[config.mk]
export PLATFORM = sky130hd
export DESIGN_NAME = matrix_keypad_scanner_flat
export DESIGN_NICKNAME = d
export VERILOG_FILES = /design/src/rtl/matrix_keypad_scanner_pkg.sv /design/src/rtl/matrix_keypad_scanner_if.sv /design/src/rtl/matrix_keypad_scanner_row_driver.sv /design/src/rtl/matrix_keypad_scanner.sv /design/src/flat_wrapper.sv
export SDC_FILE = /design/constraint.sdc
export NUM_CORES = 1
export LEC_CHECK = 0
export ABC_CLOCK_PERIOD_IN_PS = 5800
export CORE_AREA = 2 2 88 90
export DETAILED_ROUTE_END_ITERATION = 16
export DIE_AREA = 0 0 90 92
export MAX_ROUTING_LAYER = met4
export RECOVER_POWER = 50
export SETUP_SLACK_MARGIN = 0.1
export SLEW_MARGIN = 40
export SYNTH_ARGS = -nofsm -noshare
export SYNTH_HDL_FRONTEND = slang
export SYNTH_HIERARCHICAL = 1
export SYNTH_SLANG_ARGS = --single-unit
[constraint.sdc]
create_clock -name clk -period 5.8 [get_ports clk]
set_clock_uncertainty 0.2 [all_clocks]
set_input_delay 1.16 -clock clk [delete_from_list [all_inputs] [get_ports clk]]
set_output_delay 1.16 -clock clk [all_outputs]
set_load 0.005 [all_outputs]
[src/rtl/matrix_keypad_scanner_pkg.sv]
`default_nettype none
// ============================================================================
// Module   : matrix_keypad_scanner_pkg
// Purpose  : Shared types and width helpers for the matrix keypad scanner:
//            debounce FSM states, per-frame scan result encoding and the
//            constant functions used to size key codes and counters.
// Revision : 1.0 - initial parametrised release
// ============================================================================
package matrix_keypad_scanner_pkg;

  // Debounce FSM states
  typedef enum logic [1:0] {
    S_IDLE     = 2'd0,
    S_DEBOUNCE = 2'd1,
    S_HELD     = 2'd2,
    S_RELEASE  = 2'd3
  } state_t;

  // Outcome of one complete scan frame
  typedef enum logic [1:0] {
    NONE   = 2'd0,
    SINGLE = 2'd1,
    MULTI  = 2'd2
  } frame_res_t;

  // Bits needed to hold the values 0..n-1, never less than one bit so that
  // degenerate parameter choices still yield a legal vector.
  function automatic int clog2_w(input int n);
    int w;
    w = 1;
    while ((1 << w) < n) begin
      w = w + 1;
    end
    return w;
  endfunction

  // Key code width: one code per matrix intersection
  function automatic int code_w(input int rows, input int cols);
    return clog2_w(rows * cols);
  endfunction

endpackage : matrix_keypad_scanner_pkg
`default_nettype wire

[src/rtl/matrix_keypad_scanner_if.sv]
`default_nettype none
// ============================================================================
// Module   : matrix_keypad_scanner_if
// Purpose  : Bundles the keypad pin side (row/col), the history clear and
//            the event/history outputs of the scanner. The master modport is
//            the scanner itself, the slave modport is the pin/consumer side.
// Revision : 1.0 - initial parametrised release
// ============================================================================
interface matrix_keypad_scanner_if #(
  parameter int ROWS       = 4,
  parameter int COLS       = 4,
  parameter int HIST_DEPTH = 4
);
  import matrix_keypad_scanner_pkg::*;

  localparam int CODE_W = code_w(ROWS, COLS);
  localparam int HCNT_W = clog2_w(HIST_DEPTH + 1);

  logic [COLS-1:0]            col;
  logic [ROWS-1:0]            row;
  logic                       clear;
  logic                       key_valid;
  logic [CODE_W-1:0]          key_code;
  logic                       ghost;
  logic [HIST_DEPTH*CODE_W-1:0] key_history;
  logic [HCNT_W-1:0]          hist_count;

  modport master (
    input  col, clear,
    output row, key_valid, key_code, ghost, key_history, hist_count
  );

  modport slave (
    output col, clear,
    input  row, key_valid, key_code, ghost, key_history, hist_count
  );

endinterface : matrix_keypad_scanner_if
`default_nettype wire

[src/rtl/matrix_keypad_scanner_row_driver.sv]
`default_nettype none
// ============================================================================
// Module   : keypad_row_driver
// Purpose  : Walks a single low row across the matrix, holding each row for
//            SCAN_DIV cycles and sampling the columns on the last one. Folds
//            each row's sample into a per-frame summary (key count saturated
//            at two, first pressed key code) and presents the finished frame,
//            including the final row's sample, on the frame-end cycle.
// Revision : 1.0 - initial parametrised release
// ============================================================================
module keypad_row_driver
  import matrix_keypad_scanner_pkg::*;
#(
  parameter int ROWS     = 4,
  parameter int COLS     = 4,
  parameter int SCAN_DIV = 4,
  parameter int CODE_W   = 4
) (
  input  logic              clk,
  input  logic              resetn,
  input  logic [COLS-1:0]   col,
  output logic [ROWS-1:0]   row,
  output logic              frame_done,
  output frame_res_t        frame_result,
  output logic [CODE_W-1:0] frame_code
);

  localparam int DIV_W  = clog2_w(SCAN_DIV);
  localparam int RIDX_W = clog2_w(ROWS);
  localparam int COL_W  = clog2_w(COLS);

  logic [DIV_W-1:0]  div;
  logic [RIDX_W-1:0] ridx;
  logic [1:0]        acc_cnt;
  logic [CODE_W-1:0] acc_code;

  logic              sample;
  logic [1:0]        row_hits;
  logic [COL_W-1:0]  first_col;
  logic [2:0]        sum_cnt;
  logic [1:0]        merged_cnt;
  logic [CODE_W-1:0] merged_code;

  assign sample     = (div == DIV_W'(SCAN_DIV - 1));
  assign frame_done = sample && (ridx == RIDX_W'(ROWS - 1));

  // One-cold row drive decoded from the registered row index
  always_comb begin
    row = '1;
    for (int r = 0; r < ROWS; r++) begin
      if (ridx == RIDX_W'(r)) begin
        row[r] = 1'b0;
      end
    end
  end

  // Count low columns on the current row (saturating at two) and find the
  // lowest pressed column; scanning downward leaves the lowest index last.
  always_comb begin
    row_hits  = 2'd0;
    first_col = '0;
    for (int c = COLS - 1; c >= 0; c--) begin
      if (!col[c]) begin
        first_col = COL_W'(c);
      end
    end
    for (int c = 0; c < COLS; c++) begin
      if (!col[c] && (row_hits != 2'd2)) begin
        row_hits = row_hits + 2'd1;
      end
    end
  end

  // Merge the current row into the running frame summary; the earliest
  // row with a press keeps ownership of the reported code.
  always_comb begin
    sum_cnt     = {1'b0, acc_cnt} + {1'b0, row_hits};
    merged_cnt  = (sum_cnt >= 3'd2) ? 2'd2 : sum_cnt[1:0];
    merged_code = acc_code;
    if ((acc_cnt == 2'd0) && (row_hits != 2'd0)) begin
      merged_code = CODE_W'(ridx) * CODE_W'(COLS) + CODE_W'(first_col);
    end
  end

  // Frame result as seen on the frame-end cycle
  always_comb begin
    frame_code = merged_code;
    if (merged_cnt == 2'd0) begin
      frame_result = NONE;
    end else if (merged_cnt == 2'd1) begin
      frame_result = SINGLE;
    end else begin
      frame_result = MULTI;
    end
  end

  // Divider, row index and frame accumulator; cleared once a frame is consumed
  always_ff @(posedge clk) begin
    if (!resetn) begin
      div      <= '0;
      ridx     <= '0;
      acc_cnt  <= 2'd0;
      acc_code <= '0;
    end else if (sample) begin
      div <= '0;
      if (frame_done) begin
        ridx     <= '0;
        acc_cnt  <= 2'd0;
        acc_code <= '0;
      end else begin
        ridx     <= ridx + 1'b1;
        acc_cnt  <= merged_cnt;
        acc_code <= merged_code;
      end
    end else begin
      div <= div + 1'b1;
    end
  end

endmodule : keypad_row_driver
`default_nettype wire

[src/rtl/matrix_keypad_scanner.sv]
`default_nettype none
// ============================================================================
// Module   : matrix_keypad_scanner
// Purpose  : Scans a ROWS x COLS active-low key matrix, debounces presses and
//            releases over whole frames, rejects multi-key (ghost) frames,
//            emits one event per accepted press and keeps a shift-register
//            history of the last HIST_DEPTH key codes.
// Revision : 1.0 - initial parametrised release
// ============================================================================
module matrix_keypad_scanner
  import matrix_keypad_scanner_pkg::*;
#(
  parameter int ROWS       = 4,
  parameter int COLS       = 4,
  parameter int SCAN_DIV   = 4,
  parameter int DEBOUNCE   = 3,
  parameter int HIST_DEPTH = 4
) (
  input  logic                      clk,
  input  logic                      resetn,
  matrix_keypad_scanner_if.master   bus
);

  localparam int CODE_W = code_w(ROWS, COLS);
  localparam int HCNT_W = clog2_w(HIST_DEPTH + 1);
  localparam int CNT_W  = clog2_w(DEBOUNCE + 1);
  localparam int HIST_W = HIST_DEPTH * CODE_W;

  logic [ROWS-1:0]   row_drv;
  logic              frame_done;
  frame_res_t        frame_result;
  logic [CODE_W-1:0] frame_code;

  state_t            state;
  logic [CODE_W-1:0] cand;
  logic [CNT_W-1:0]  cnt;
  logic [CNT_W-1:0]  cnt_inc;
  logic              debounce_met;
  logic              report;

  logic              key_valid_q;
  logic              ghost_q;
  logic [CODE_W-1:0] key_code_q;
  logic [HIST_W-1:0] hist;
  logic [HIST_W-1:0] hist_shifted;
  logic [HCNT_W-1:0] hist_cnt;

  keypad_row_driver #(
    .ROWS     (ROWS),
    .COLS     (COLS),
    .SCAN_DIV (SCAN_DIV),
    .CODE_W   (CODE_W)
  ) u_row_driver (
    .clk          (clk),
    .resetn       (resetn),
    .col          (bus.col),
    .row          (row_drv),
    .frame_done   (frame_done),
    .frame_result (frame_result),
    .frame_code   (frame_code)
  );

  assign cnt_inc      = cnt + 1'b1;
  assign debounce_met = (cnt_inc == CNT_W'(DEBOUNCE));

  // A press is accepted when the last required identical frame arrives
  assign report = frame_done && (state == S_DEBOUNCE) &&
                  (frame_result == SINGLE) && (frame_code == cand) &&
                  debounce_met;

  // History with the candidate pushed into the lowest slot; the top slot
  // falls off the end of the vector.
  assign hist_shifted = (hist << CODE_W) | HIST_W'(cand);

  // Debounce FSM with registered event outputs; it only moves at frame end
  always_ff @(posedge clk) begin
    if (!resetn) begin
      state       <= S_IDLE;
      cand        <= '0;
      cnt         <= '0;
      key_valid_q <= 1'b0;
      ghost_q     <= 1'b0;
      key_code_q  <= '0;
    end else begin
      key_valid_q <= 1'b0;
      ghost_q     <= 1'b0;
      if (frame_done) begin
        case (state)
          S_IDLE: begin
            if (frame_result == SINGLE) begin
              state <= S_DEBOUNCE;
              cand  <= frame_code;
              cnt   <= CNT_W'(1);
            end
          end
          S_DEBOUNCE: begin
            if (frame_result == SINGLE) begin
              if (frame_code == cand) begin
                if (debounce_met) begin
                  state       <= S_HELD;
                  key_valid_q <= 1'b1;
                  key_code_q  <= cand;
                end else begin
                  cnt <= cnt_inc;
                end
              end else begin
                cand <= frame_code;
                cnt  <= CNT_W'(1);
              end
            end else if (frame_result == MULTI) begin
              state   <= S_IDLE;
              ghost_q <= 1'b1;
            end else begin
              state <= S_IDLE;
            end
          end
          S_HELD: begin
            // No auto-repeat: only a clean release frame moves us on
            if (frame_result == NONE) begin
              state <= S_RELEASE;
              cnt   <= CNT_W'(1);
            end
          end
          S_RELEASE: begin
            if (frame_result == NONE) begin
              if (debounce_met) begin
                state <= S_IDLE;
              end else begin
                cnt <= cnt_inc;
              end
            end else begin
              // Release bounce: back to held without a second report
              state <= S_HELD;
            end
          end
          default: state <= S_IDLE;
        endcase
      end
    end
  end

  // Key history and fill count; clear wins but still keeps a coincident report
  always_ff @(posedge clk) begin
    if (!resetn) begin
      hist     <= '0;
      hist_cnt <= '0;
    end else if (bus.clear) begin
      hist     <= report ? HIST_W'(cand) : '0;
      hist_cnt <= report ? HCNT_W'(1) : '0;
    end else if (report) begin
      hist <= hist_shifted;
      if (hist_cnt != HCNT_W'(HIST_DEPTH)) begin
        hist_cnt <= hist_cnt + 1'b1;
      end
    end
  end

  assign bus.row         = row_drv;
  assign bus.key_valid   = key_valid_q;
  assign bus.ghost       = ghost_q;
  assign bus.key_code    = key_code_q;
  assign bus.key_history = hist;
  assign bus.hist_count  = hist_cnt;

endmodule : matrix_keypad_scanner
`default_nettype wire

[src/flat_wrapper.sv]
// flat-port wrapper written by rule: the top's interface ports become plain ports
module matrix_keypad_scanner_flat import matrix_keypad_scanner_pkg::*;
#(
  parameter int ROWS       = 4,
  parameter int COLS       = 4,
  parameter int SCAN_DIV   = 4,
  parameter int DEBOUNCE   = 3,
  parameter int HIST_DEPTH = 4
)
  (clk, resetn, bus_col, bus_clear, bus_row, bus_key_valid, bus_key_code, bus_ghost, bus_key_history, bus_hist_count);
  matrix_keypad_scanner_if #(.ROWS(ROWS), .COLS(COLS), .HIST_DEPTH(HIST_DEPTH)) bus_i ();
  input  logic clk;
  input  logic resetn;
  input wire logic [$bits(bus_i.col)-1:0] bus_col;
  input wire logic [$bits(bus_i.clear)-1:0] bus_clear;
  output wire logic [$bits(bus_i.row)-1:0] bus_row;
  output wire logic [$bits(bus_i.key_valid)-1:0] bus_key_valid;
  output wire logic [$bits(bus_i.key_code)-1:0] bus_key_code;
  output wire logic [$bits(bus_i.ghost)-1:0] bus_ghost;
  output wire logic [$bits(bus_i.key_history)-1:0] bus_key_history;
  output wire logic [$bits(bus_i.hist_count)-1:0] bus_hist_count;
  assign bus_i.col = bus_col;
  assign bus_i.clear = bus_clear;
  assign bus_row = bus_i.row;
  assign bus_key_valid = bus_i.key_valid;
  assign bus_key_code = bus_i.key_code;
  assign bus_ghost = bus_i.ghost;
  assign bus_key_history = bus_i.key_history;
  assign bus_hist_count = bus_i.hist_count;
  matrix_keypad_scanner #(.ROWS(ROWS), .COLS(COLS), .SCAN_DIV(SCAN_DIV), .DEBOUNCE(DEBOUNCE), .HIST_DEPTH(HIST_DEPTH)) u_core (.clk(clk), .resetn(resetn), .bus(bus_i));
endmodule
After elaboration in Yosys (flattened, before gate mapping)
Index checks and enable logic that the tools add are counted.
{"block": "word_totals", "ff_bits": 43, "in_bits": 7, "out_inout_bits": 29}
{"block": "op_classes", "addsub": 9, "n_lt_le_gt_ge": 1, "n_eq_ne": 24, "muxes": 46, "n_bitwise": 4, "reduce_logical": 29}
{"operator": "$mux 2", "count": 24}
{"operator": "$mux 16", "count": 2}
{"operator": "$mux 4", "count": 6}
{"operator": "$reduce_and 5->1", "count": 4}
{"operator": "$or 16x4->16", "count": 1}
{"operator": "$pmux 2 s4", "count": 2}
{"operator": "$eq 2x2->1 const B", "count": 7}
{"operator": "$add 2x1->2 const B", "count": 6}
{"operator": "$logic_not 2->1", "count": 5}
{"operator": "$ne 2x2->1 const B", "count": 5}
{"operator": "$logic_and 1x1->1", "count": 9}
{"operator": "$mux 3", "count": 3}
{"operator": "$eq 2x1->1 const B", "count": 4}
{"operator": "$mux 1", "count": 8}
{"operator": "$pmux 4 s2", "count": 1}
{"operator": "$reduce_bool 2->1", "count": 4}
{"operator": "$ne 2x1->1 const B", "count": 3}
{"operator": "$ne 3x2->1 const B", "count": 2}
{"operator": "$ne 3x3->1 const B", "count": 2}
{"operator": "$reduce_and 6->1", "count": 1}
{"operator": "$add 4x2->4", "count": 1}
{"operator": "$eq 4x4->1", "count": 1}
{"operator": "$reduce_or 4->1", "count": 1}
{"operator": "$add 2x2->3", "count": 1}
{"operator": "other kinds (6)", "count": 10}

Longest topological paths before layout
Gate-level depths: netlist of run 1.
{"block": "logic_depth", "ltp_word": 22, "depth_mapped": 19}

Modules after synthesis
Netlist of run 1, hierarchy kept.
{"mod": "matrix_keypad_scanner", "n_inst": 1, "cells_each": 155, "area_per_inst_um2": 1512.7, "seq_area_each_um2": 660.6}
{"mod": "keypad_row_driver", "n_inst": 1, "cells_each": 95, "area_per_inst_um2": 869.6, "seq_area_each_um2": 200.2}

Worst setup path after synthesis of run 1
Ideal clock, no wire load.
{"block": "synth_timing", "kind": "input to register", "startpoint": "input port bus_col[1]", "endpoint": "register u_core.key_code_q[0], in the netlist u_core/bus.key_code[0]", "setup_time_ns": 0.072, "arrival_ns": 4.654, "t_required_ns": 5.528, "path_slack_ns": 0.874, "stages": 18, "path_buffers": 3, "cell_sequence": "inv_1 ha_1 or2_1 buf_6 xor2_1 ha_1 nor2_1 xnor2_1 ha_1 inv_1 fa_1 and3_1 or3b_1 nor2_4 and2_1 buf_6 buf_8 mux2i_1"}
{"block": "synth_between", "elab_chain_len": 17, "word_cells_on_any_way": 27, "classes_between": "add/sub (4); order compare (1); eq/ne (5); mux (9); reduce/logical (8)"}
{"item": "start, declared", "line_no": "flat_wrapper.sv:14", "source": "input wire logic [$bits(bus_i.col)-1:0] bus_col;"}
{"item": "$logic_not 1->1 *", "line_no": "matrix_keypad_scanner_row_driver.sv:68", "source": "if (!col[c] && (row_hits != 2'd2)) begin"}
{"item": "$logic_and 1x1->1 *", "line_no": "matrix_keypad_scanner_row_driver.sv:68"}
{"item": "$mux 2 *", "line_no": "matrix_keypad_scanner_row_driver.sv:68"}
{"item": "parallel branches: the longest is 2 deep, another holds $add 2x1->2"}
{"item": "$mux 2 *", "line_no": "matrix_keypad_scanner_row_driver.sv:68"}
{"item": "parallel branches: the longest is 2 deep, another holds $add 2x1->2"}
{"item": "$mux 2 *", "line_no": "matrix_keypad_scanner_row_driver.sv:68"}
{"item": "$add 2x2->3 *", "line_no": "matrix_keypad_scanner_row_driver.sv:77", "source": "sum_cnt = {1'b0, acc_cnt} + {1'b0, row_hits};"}
{"item": "$ge 3x2->1", "line_no": "matrix_keypad_scanner_row_driver.sv:78", "source": "merged_cnt = (sum_cnt >= 3'd2) ? 2'd2 : sum_cnt[1:0];"}
{"item": "$mux 2 *", "line_no": "matrix_keypad_scanner_row_driver.sv:78"}
{"item": "$eq 2x1->1", "line_no": "matrix_keypad_scanner_row_driver.sv:90", "source": "end else if (merged_cnt == 2'd1) begin"}
{"item": "$mux 2", "line_no": "matrix_keypad_scanner_row_driver.sv:90"}
{"item": "$mux 2 *", "line_no": "matrix_keypad_scanner_row_driver.sv:88", "source": "if (merged_cnt == 2'd0) begin"}
{"item": "via u_core.frame_result[0]", "line_no": "matrix_keypad_scanner.sv:31", "source": "frame_res_t frame_result;"}
{"item": "$eq 2x1->1 *", "line_no": "matrix_keypad_scanner.sv:97", "source": "if (frame_result == SINGLE) begin"}
{"item": "$reduce_and 5->1 (no source line) *"}
{"item": "end signal, assigned", "line_no": "matrix_keypad_scanner.sv:102", "source": "key_code_q <= cand;"}
{"item": "end, declared", "line_no": "matrix_keypad_scanner.sv:43", "source": "logic [CODE_W-1:0] key_code_q;"}
Mark *: on every way through the listed nets, which the timed path passes.
A chain may end at the register's enable or synchronous reset.

Worst setup path after layout of run 1
{"block": "layout_timing", "startpoint": "input port bus_col[0]", "endpoint": "register u_core.cnt[0]"}
{"block": "layout_between", "word_cells_on_any_way": 36, "classes_between": "add/sub (5); order compare (1); eq/ne (10); mux (12); reduce/logical (8)"}
{"item": "parallel branches: the longest is 12 deep, another holds $add 2x1->2"}
{"item": "$mux 4 *", "line_no": "matrix_keypad_scanner_row_driver.sv:80", "source": "if ((acc_cnt == 2'd0) && (row_hits != 2'd0)) begin"}
{"item": "via u_core.frame_code[3]", "line_no": "matrix_keypad_scanner.sv:32", "source": "logic [CODE_W-1:0] frame_code;"}
{"item": "$eq 4x4->1 *", "line_no": "matrix_keypad_scanner.sv:98", "source": "if (frame_code == cand) begin"}
{"item": "$mux 2 *", "line_no": "matrix_keypad_scanner.sv:98"}
{"item": "$mux 2 *", "line_no": "matrix_keypad_scanner.sv:97"}
{"item": "$pmux 2 s4 *", "line_no": "matrix_keypad_scanner.sv:88", "source": "case (state)"}
{"item": "end signal, assigned", "line_no": "matrix_keypad_scanner.sv:104", "source": "cnt <= cnt_inc;"}
{"item": "end signal, assigned", "line_no": "matrix_keypad_scanner.sv:129", "source": "cnt <= cnt_inc;"}
{"item": "end, declared", "line_no": "matrix_keypad_scanner.sv:36", "source": "logic [CNT_W-1:0] cnt;"}
Mark *: on every way through the listed nets, which the timed path passes. The select of a mux whose other input is x is not followed.

==> results of run 1 <==
[cells by family (layout without fill, tap and decap cells)]
kind of cell	count (synthesis)	count (layout)	share of synthesized area [%]
flops	43	43	36.1
fa+ha+maj	15	15	8.19
simple gates	95	95	22.7
mux	26	26	11.6
xor+xnor	7	7	2.57
buf+inv	29	65	5.78
compound gates	35	35	13.0
[report_power, final]
| part | internal [mW] | switching [mW] | leakage [nW] |
|---|---|---|---|
| sequential | 0.298 | 0.00277 | 0.347 |
| clock | 0.139 | 0.101 | 0.0612 |
| combinational | 0.0451 | 0.0580 | 0.832 |
[per-stage QoR]
step	total power, mW	setup slack, ps	utilization (%)	hold WS [ps]	area (um2)
floorplan	0.382	874	-	203	2380
global placement	0.411	417	38.2	210	2850
detailed placement	0.413	302	38.3	220	2850
CTS	0.656	614	39.9	233	2970
global route	0.678	251	39.8	248	2960
finish	0.644	557	39.8	232	2960
[registers in the layout (all words and copies together) (netlist names)]
name and flops:
u_core/bus.key_history 16, u_core/bus.hist_count 3, u_core/cnt 2, u_core/cand 4
u_core/bus.ghost 1, u_core/u_row_driver/acc_code 4, u_core/u_row_driver/ridx 2, u_core/u_row_driver/acc_cnt 2
u_core/bus.key_valid 1, u_core/state 2, u_core/bus.key_code 4, u_core/u_row_driver/div 2
[layer usage]
metal | share of wire [%] | track usage [%]
met1 | 48 | 14.6
met2 | 47 | 20.1
met3 | 4.3 | 2.71
met4 | 1.4 | 4.23
met5 | 0 | -
[cell usage after synthesis, drive strengths merged, types with 2 or more instances]
master   number  area [um2]
a21boi        2        15.0
buf           5        47.5
nand4b        4        35.0
o221ai        4        35.0
nand3b        5        37.5
a21oi         2        10.0
o21ai         4        20.0
nor2          7        41.3
nand3        11        55.1
nand2b        3        18.8
dfxtp        43         861
nor2b         6        37.5
and3          4        25.0
and4bb        2        25.0
inv          14        52.6
nand2        38         143
xor2          6        52.6
mux2i        23         230
clkbuf       10        37.5
o31a          3        26.3
o2111ai       4        35.0
mux2          3        45.0
o31ai         3        22.5
nand4         2        12.5
a41o          4        40.0
nor3b         2        15.0
ha           14         175
or3b          2        17.5
a31o          2        17.5
and2          2        12.5
or2           2        12.5
[area by class of cell]
| class | count | share of cell area [%] |
|---|---|---|
| Clock buffer | 6 | 2.79 |
| Clock inverter | 2 | 1.18 |
| Inverter | 14 | 1.78 |
| Multi-Input combinational cell | 178 | 46.8 |
| Sequential cell | 43 | 29.1 |
| Tap cell | 102 | 4.31 |
| Timing Repair Buffer | 43 | 14.0 |
[critical path, stage by stage]
cell	delay (ps)
clkdlybuf4s50_1	520
inv_1	90
ha_1	240
or2_0	330
xor2_1	270
ha_1	300
nor4b_1	150
nor4bb_1	270
buf_4	220
nor2_4	70
mux2_4	330
xor2_1	170
nor4_4	450
buf_4	210
o21ai_0	110
o311a_1	330
[worst paths after layout]
check	start	endpoint	slack [ps]	cells past startpoint
worst max register to register	u_core/u_row_driver/acc_cnt[1]	u_core/cnt[0]	2660	10
worst max-delay path	bus_col[0]	u_core/cnt[0]	560	16
worst min-delay path	u_core/u_row_driver/div[0]	u_core/u_row_driver/div[0]	230	1
worst min register to register	u_core/u_row_driver/div[0]	u_core/u_row_driver/div[0]	230	1
==> key figures, run 1 <==
Finish
  – P&R area growth vs syn: 24.3%
  – Layout Cells excl Fill: 388
  – Antenna Cells: 0
  – Commonest non-fill, non-tap cells in the layout: dfxtp_1, nand2_1, dlygate4sd3_1
  – Most common cell after layout, fill and taps aside: dfxtp_1
  – Multi-input logic area: 1390 um2
  – Layout cells sized above 1: 9.44%
  – Final Net Count: 307
  – Seq. cell area: 861 um2
  – Fillers: 782

Clock tree
  – TritonCTS Buffers: 5
  – CTS tree: built
  – Insertion delay to the later sink of the worst-skew pair: 290 ps
  – H-tree depth: 2
  – Root buf cell: clkbuf_8
  – Clk slew on worst S/H paths: 80 ps
  – Post-CTS Setup Inserts: 0
  – CTS resizes: 0
  – Sink Count: 43
  – Hold-fix buffers at CTS: 0
  – CTS Buffer Depth: 2

STA
  – Tcrit/Tclk final: 90.4%
  – RSZ-0062 raised after global routing: false
  – Setup TNS Final: 0 ps
  – Max Freq: 0.191 GHz
  – Setup Viol. Count Final: 0
  – Tightest Pin Transition: 1860 ps
  – Slew headroom: -23.9%
  – Final slew viol count: 49
  – Final hold violation count: 0
  – Crit path time final: 5240 ps

Logic synthesis
  – EDFF count, synth: 0
  – Mapped Cells: 250
  – Ys async rst share: 0%
  – Cell Area, Synth: 2380 um2
  – Syn_nets: 272
  – Yosys Warn Count: 6
  – Synth Register Bits: 43
  – Register area share after synthesis: 36.1%
  – Synth unique cells: 52
  – Primary FF master, synth: dfxtp_1
  – Syn Area/Cell: 9.53 um2

Run status
  – Status: complete, but fails checks
  – Violated checks: max-capacitance violations, max-slew violations

Worst setup path
  – Startpoint Class: input pin
  – Kind of critical path: in -> reg
  – Critical Path End Type: flip-flop
  – CP arrival: 5230 ps
  – Crit path max fanout: 9
  – Worst Path Required: 5790 ps

Place
  – Placed instance count: 380
  – Routability Congestion: 0.792
  – # port buffers: 35
  – Post-DP HPWL: 3450 um

Die
  – Die H: 92 um
  – Die Wd: 90 um
  – Die Outline Area: 8280 um2
  – Row count: 32
  – Initial Util: 32.0%
  – Core area: 7450 um2
  – Io pins: 36

Power and ir drop
  – Power density over the cells: 218 nW/um2
  – Leak: 1.24 nW
  – Peak VDD IR: 0.0989 mV

Drt
  – Routed Antenna Nets: 0
  – Vias/cell: 4.86
  – DRT Pass-1 Iters: 4
  – Routed len/inst: 12.1 um
  – Routed WL: 4710 um
  – Initial DRC count: 77
  – DRC: 0
  – Routed via count: 1887

Flow run
  – Maxcap violations: 1

GRT
  – Vias in the first global route: 1828
  – Initial antenna violation count: 0
  – GRT overflow: 0
  – Largest net degree at the start of global routing: 49
  – First-pass GRT wire length: 8170 um
  – Total GRT Usage: 12.1%

Min path
  – Worst hold-check path type: reg -> reg
Power figures use the tool's default switching activity.
==> inputs of run 2 (changes only) <==
CORE_AREA = 2 2 91 93   (was 2 2 88 90)
DIE_AREA = 0 0 93 95   (was 0 0 90 92)
SYNTH_HIERARCHICAL = unset   (was 1)
==> key figures, run 2 <==
Finish
  – P&R area growth vs syn: 21.1%
  – Most common cell after layout, fill and taps aside: dfxtp_1
  – Antenna Cells: 0 (unchanged)
  – Layout Cells excl Fill: 428 (+10%)
  – Commonest non-fill, non-tap cells in the layout: dfxtp_1, dlygate4sd3_1, a21oi_1
  – Largest register FFs: 16 (unchanged)
  – Layout cells sized above 1: 9.60% (+0.16 points)
  – Final Net Count: 344 (+12%)

Power and ir drop
  – Power density over the cells: 217 nW/um2 (-0.28%)
  – Clock power frac: 36.9% (-0.3 points)
  – Pint: 478 uW (-0.99%)
  – Leak: 1.10 nW (-11%)
  – Psw: 190 uW (+18%)
  – Total Power: 668 uW (+3.7%)
  – Logic pwr share: 18.1% (+2.1 points)
  – Peak VDD IR: 0.0812 mV (-18%)
  – Net Sw Frac: 28.4% (+3.4 points)
  – Flop pwr share: 45.0% (-1.8 points)

Worst setup path
  – CP arrival: 5280 ps (+50 ps)
  – Crit path max fanout: 16 (+7)
  – Worst Path Required: 5760 ps (-30 ps)
  – Kind of critical path: in -> reg
  – CP most frequent cell: ha_1
  – Startpoint Class: input pin
  – Launch point of the worst reg-to-reg path: u_core.u_row_driver.acc_cnt[0]
  – Critical-path cell list: dlygate4sd3_1, inv_1, ha_1, nor3_2, or2_4, inv_2, ha_1, nor2_1, xnor2_1, ha_1, inv_1, fa_1, and2_1, nand2_1, nor3_1, nand2_1, buf_4, o41ai_1, a31oi_1
  – CP max-delay cell: dlygate4sd3_1
  – CP max stage delay: 590 ps (+70 ps)
  – Origin of the worst setup path: bus_col[1]
  – Critical Path End Type: flip-flop

STA
  – Tcrit/Tclk final: 91.7% (+1.3 points)
  – Setup TNS Final: 0 ps (unchanged)
  – Final hold violation count: 0 (unchanged)
  – RSZ-0062 raised after global routing: false
  – Crit path time final: 5320 ps (+72.6 ps)
  – Setup Viol. Count Final: 0 (unchanged)
  – Max Freq: 0.188 GHz (-1.4%)
  – Tightest Pin Transition: 759 ps (-1100 ps)
  – Slew headroom: 49.3% (+73 points)
  – Final slew viol count: 0 (-100%)

Die
  – Die Outline Area: 8840 um2 (+6.7%)
  – Initial Util: 32.1% (+0.066 points)
  – Core area: 7930 um2 (+6.5%)
  – Io pins: 36 (unchanged)
  – Die Wd: 93 um (+3.3%)
  – Row count: 33 (+3.1%)
  – Die H: 95 um (+3.3%)

Logic synthesis
  – Syn Area/Cell: 8.61 um2 (-9.6%)
  – Ys async rst share: 0% (unchanged)
  – Synth top area share: 33.9% (-2.3 points)
  – Ranking of synthesized cells by area: dfxtp_1, ha_1, o31ai_1, nand4_1, a21oi_1
  – Yosys top cell by area: dfxtp_1
  – Yosys Warn Count: 0 (-6)
  – Synth Register Bits: 43 (unchanged)
  – Synth unique cells: 56 (+7.7%)
  – EDFF count, synth: 0 (unchanged)
  – Post-synth top cells: dfxtp_1, a21oi_1, nand2_1
  – Most frequent cell after synthesis: dfxtp_1
  – Mapped Cells: 295 (+18%)
  – Primary FF master, synth: dfxtp_1
  – Syn_nets: 317 (+17%)
  – Cell Area, Synth: 2540 um2 (+6.7%)
  – Register area share after synthesis: 33.9% (-2.3 points)

Clock tree
  – H-tree depth: 2 (unchanged)
  – TritonCTS Buffers: 5 (unchanged)
  – Post-CTS Setup Inserts: 0 (unchanged)
  – Clk slew on worst S/H paths: 90 ps (about the same)
  – Sink Count: 43 (unchanged)
  – Root buf cell: clkbuf_8
  – CTS tree: built
  – CTS Buffer Depth: 2 (unchanged)
  – Insertion delay to the later sink of the worst-skew pair: 300 ps (about the same)

GRT
  – Total GRT Usage: 15.3% (+3.2 points)
  – Initial antenna violation count: 0 (unchanged)
  – Largest net degree at the start of global routing: 24 (-51%)
  – GRT overflow: 0 (unchanged)
  – First-pass GRT wire length: 10700 um (+31%)
  – Vias in the first global route: 2212 (+21%)

Drt
  – Routed len/inst: 14.9 um (+23%)
  – Vias/cell: 5.43 (+12%)
  – Routed WL: 6380 um (+36%)
  – Highest metal used: met4
  – Met1 Routed Length: 3250 um (+45%)
  – DRT Pass-1 Iters: 4 (unchanged)
  – Routed wl met3: 169 um (-16%)
  – Routed via count: 2326 (+23%)
  – Routed Antenna Nets: 0 (unchanged)
  – DRC: 0 (unchanged)
  – Initial DRC count: 127 (+65%)
  – Met2 WL: 2850 um (+30%)

Place
  – Routability Congestion: 0.845 (+6.7%)
  – # port buffers: 35 (unchanged)
  – Post-DP HPWL: 4480 um (+30%)
  – Placed instance count: 420 (+11%)

Min path
  – Hold_sp: u_core.u_row_driver.div[0]
  – Worst hold-check path type: reg -> reg

Flow run
  – Maxcap violations: 0 (-1)

Run status
  – Status: complete, no violations
run 2: power groups by stage:
stage	Sequential (mW)	Clock (mW)	Combinational, mW
floorplan	0.307	0	0.0932
global placement	0.308	0	0.116
detailed placement	0.308	0	0.118
CTS	0.301	0.251	0.119
global route	0.302	0.262	0.134
finish	0.301	0.246	0.121
run 2: metal layers:
layer | GRT usage, % | vias up
li1 | - | 1153
met4 | 5.88 | 0
met1 | 20.7 | 1112
met3 | 2.39 | 14
met5 | - | -
met2 | 23.1 | 47
run 2: final cells by class:
| class | count | area (um2) |
|---|---|---|
| inverters | 19 | 71.3 |
| clock inverters | 2 | 35.0 |
| flip-flops and latches | 43 | 861 |
| clock buffers | 6 | 82.6 |
| repair buffers | 43 | 410 |
| fillers | 818 | 4850 |
| well taps | 105 | 131 |
| multi-input cells | 210 | 1490 |
run 2: kinds of logic after synthesis:
| family | after synthesis | share of synthesized area (%) |
|---|---|---|
| AND/OR/NAND/NOR | 99 | 21.5 |
| AO/OA/AOI/OAI | 86 | 24.7 |
| flip-flops | 43 | 33.9 |
| buffers and inverters | 42 | 7.98 |
| adder cells (fa/ha/maj) | 15 | 7.68 |
| multiplexers | 8 | 3.55 |
| XOR/XNOR | 2 | 0.689 |
run 2: stage by stage:
stage / hold slack, ps / instance area, um2 / worst slack [ps] / utilization, %
2_1_floorplan: 204 / 2540 / 654 / -
3_3_place_gp: 212 / 2960 / 244 / 37.3
3_5_place_dp: 228 / 2960 / 173 / 37.3
4_1_cts: 237 / 3080 / 430 / 38.8
5_1_grt: 276 / 3080 / 88.6 / 38.8
6_report: 233 / 3080 / 484 / 38.8
run 2: critical path: cells and delay by family:
kind                     cells  cell delay (ps)
AO/OA/AOI/OAI                2              460
XOR/XNOR                     1              170
adder cells (fa/ha/maj)      4             1210
buffers and inverters        5             1020
AND/OR/NAND/NOR              7             1260
run 2: path summary, 6_finish.rpt:
path / to / slack, ps / cells after the start
setup / recovery: u_core.bus.hist_count[0] / 480 / 19
hold / removal: u_core.u_row_driver.div[0] / 230 / 1
setup reg to reg: u_core.bus.key_history[1] / 2990 / 8
hold reg to reg: u_core.u_row_driver.div[0] / 230 / 1
run 2: timing repair:
action                                  4_1_cts  5_1_grt
hold buffers                                  0        0
endpoints found under the setup margin        0        5
resized for setup                             0        1
==> inputs of run 3 (changes only) <==
RECOVER_POWER = 100   (was 50)
==> key figures, run 3 (synthesized netlist as in run 2, its figures left out) <==
Worst setup path
  – Launch point of the worst reg-to-reg path: u_core.u_row_driver.acc_cnt[0]
  – Worst Path Required: 5790 ps (+30 ps)
  – Critical Path Stages: 18 (-1)
  – Origin of the worst setup path: bus_col[1]
  – Kind of critical path: in -> reg
  – Worst reg2reg endpoint: u_core.cand[2]
  – R2R setup slack: 2770 ps (-220 ps)
  – Register-to-Register Path Depth: 7 (-1)
  – CP most frequent cell: ha_1
  – CP max stage delay: 590 ps (about the same)
  – Crit path max fanout: 8 (-8)
  – Critical-path cell list: dlygate4sd3_1, inv_1, ha_1, nor3_2, or2_4, inv_2, ha_1, nor2_1, xnor2_1, ha_1, inv_1, fa_1, and2_1, nand2_1, nor2_1, nand3_1, a31oi_1, mux2_4
  – Critical Path End Type: flip-flop
  – CP top delay family: adder cells
  – CP max-delay cell: dlygate4sd3_1
  – CP arrival: 5380 ps (+100 ps)
  – Critical path buffers and inverters: 4 (-1)
  – Startpoint Class: input pin

GRT
  – Initial antenna violation count: 0 (unchanged)
  – GRT overflow: 0 (unchanged)
  – First-pass GRT wire length: 10700 um (unchanged)
  – Total GRT Usage: 15.3% (unchanged)
  – Largest net degree at the start of global routing: 24 (unchanged)
  – Vias in the first global route: 2212 (unchanged)

Drt
  – Routed WL: 6360 um (-0.33%)
  – Routed via count: 2325 (-0.043%)
  – DRC: 0 (unchanged)
  – DRT Pass-1 Iters: 4 (unchanged)
  – Vias/cell: 5.43 (about the same)
  – Initial DRC count: 122 (-3.9%)
  – Routed Antenna Nets: 0 (unchanged)
  – Routed len/inst: 14.9 um (-0.33%)

Die
  – Core area: 7930 um2 (unchanged)
  – Die Outline Area: 8840 um2 (unchanged)
  – Row count: 33 (unchanged)
  – Initial Util: 32.1% (unchanged)
  – Io pins: 36 (unchanged)
  – Die H: 95 um (unchanged)
  – Die Wd: 93 um (unchanged)

STA
  – Crit path time final: 5390 ps (+70.8 ps)
  – Slew headroom: 48.9% (-0.48 points)
  – Post-route setup slack: 413 ps (-70.8 ps)
  – Tightest Pin Transition: 766 ps (+7.16 ps)
  – Setup TNS Final: 0 ps (unchanged)
  – Setup Viol. Count Final: 0 (unchanged)
  – Final slew viol count: 0 (unchanged)
  – Final hold violation count: 0 (unchanged)
  – RSZ-0062 raised after global routing: false
  – Tcrit/Tclk final: 92.9% (+1.2 points)
  – Max Freq: 0.186 GHz (-1.3%)

Finish
  – Largest register FFs: 16 (unchanged)
  – Layout Cells excl Fill: 428 (unchanged)
  – Antenna Cells: 0 (unchanged)
  – Commonest non-fill, non-tap cells in the layout: dfxtp_1, dlygate4sd3_1, a21oi_1
  – Final core utilization: 38.5% (-0.36 points)
  – Final Net Count: 344 (unchanged)
  – Most common cell after layout, fill and taps aside: dfxtp_1
  – P&R area growth vs syn: 20.0%
  – Layout cells sized above 1: 8.67% (-0.93 points)

Clock tree
  – Root buf cell: clkbuf_8
  – H-tree depth: 2 (unchanged)
  – Clk slew on worst S/H paths: 80 ps (about the same)
  – Hold-fix buffers at CTS: 0 (unchanged)
  – Sink Count: 43 (unchanged)
  – Insertion delay to the later sink of the worst-skew pair: 300 ps (about the same)
  – CTS tree: built
  – TritonCTS Buffers: 5 (unchanged)
  – CTS Buffer Depth: 2 (unchanged)

Flow run
  – Maxcap violations: 0 (unchanged)

Power and ir drop
  – Peak VDD IR: 0.0812 mV (about the same)
  – Leak: 1.10 nW (-0.34%)
  – Total Power: 665 uW (-0.44%)
  – Power density over the cells: 218 nW/um2 (+0.50%)

Place
  – DP Worst Slack: 173 ps (unchanged)
  – Placed instance count: 420 (unchanged)
  – Routability Congestion: 0.845 (unchanged)
  – # port buffers: 35 (unchanged)
  – Post-DP HPWL: 4480 um (unchanged)

Run status
  – Status: complete, no violations

Min path
  – Hold path depth: 1 (unchanged)
  – Hold EP: u_core.u_row_driver.div[0]
  – Hold_sp: u_core.u_row_driver.div[0]
  – Worst hold-check path type: reg -> reg
[run 3: changes by cell type in the layout (fill, tap and decap cells not counted), sizes merged]
cell    delta
buf        -1
clkbuf     +1
[run 3: final cells by class]
cell class / instances / area (um2)
flip-flops and latches: 43 / 861
repair buffers: 43 / 408
well taps: 105 / 131
clock buffers: 6 / 82.6
inverters: 19 / 71.3
clock inverters: 2 / 35.0
multi-input cells: 210 / 1460
fillers: 823 / 4880
[run 3: per-layer routing]
layer  share of wire, %  vias up  track usage (%)
li1                   -     1154                -
met1                 50     1114             20.7
met2                 46       44             23.1
met3                2.8       13             2.39
met4                1.5        0             5.88
met5                  0        -                -
[run 3: where the power goes]
part	switching (mW)	internal [mW]
Combinational	0.0782	0.0395
Sequential	0.00260	0.298
Clock	0.107	0.139
Total	0.188	0.477
[run 3: repair_timing]
action / CTS / global route
endpoints found under the setup margin: 0 / 5
setup buffers: 0 / 0
gates resized for setup: 0 / 1
[run 3: how the worst max path moves through the flow]
stage / endpoint / slack [ps]
detailed placement: u_core.bus.hist_count[0] / 170
CTS: u_core.bus.hist_count[0] / 430
global route: u_core.bus.key_history[1] / 90
finish: u_core.cand[2] / 410
global placement: u_core.state[1] / 240
floorplan: u_core.bus.key_code[2] / 650
[run 3: through the flow]
stage	cell area (um2)	hold WS (ps)
floorplan	2540	204
global placement	2960	212
CTS	3080	237
global route	3050	276
finish	3050	233
detailed placement	2960	228
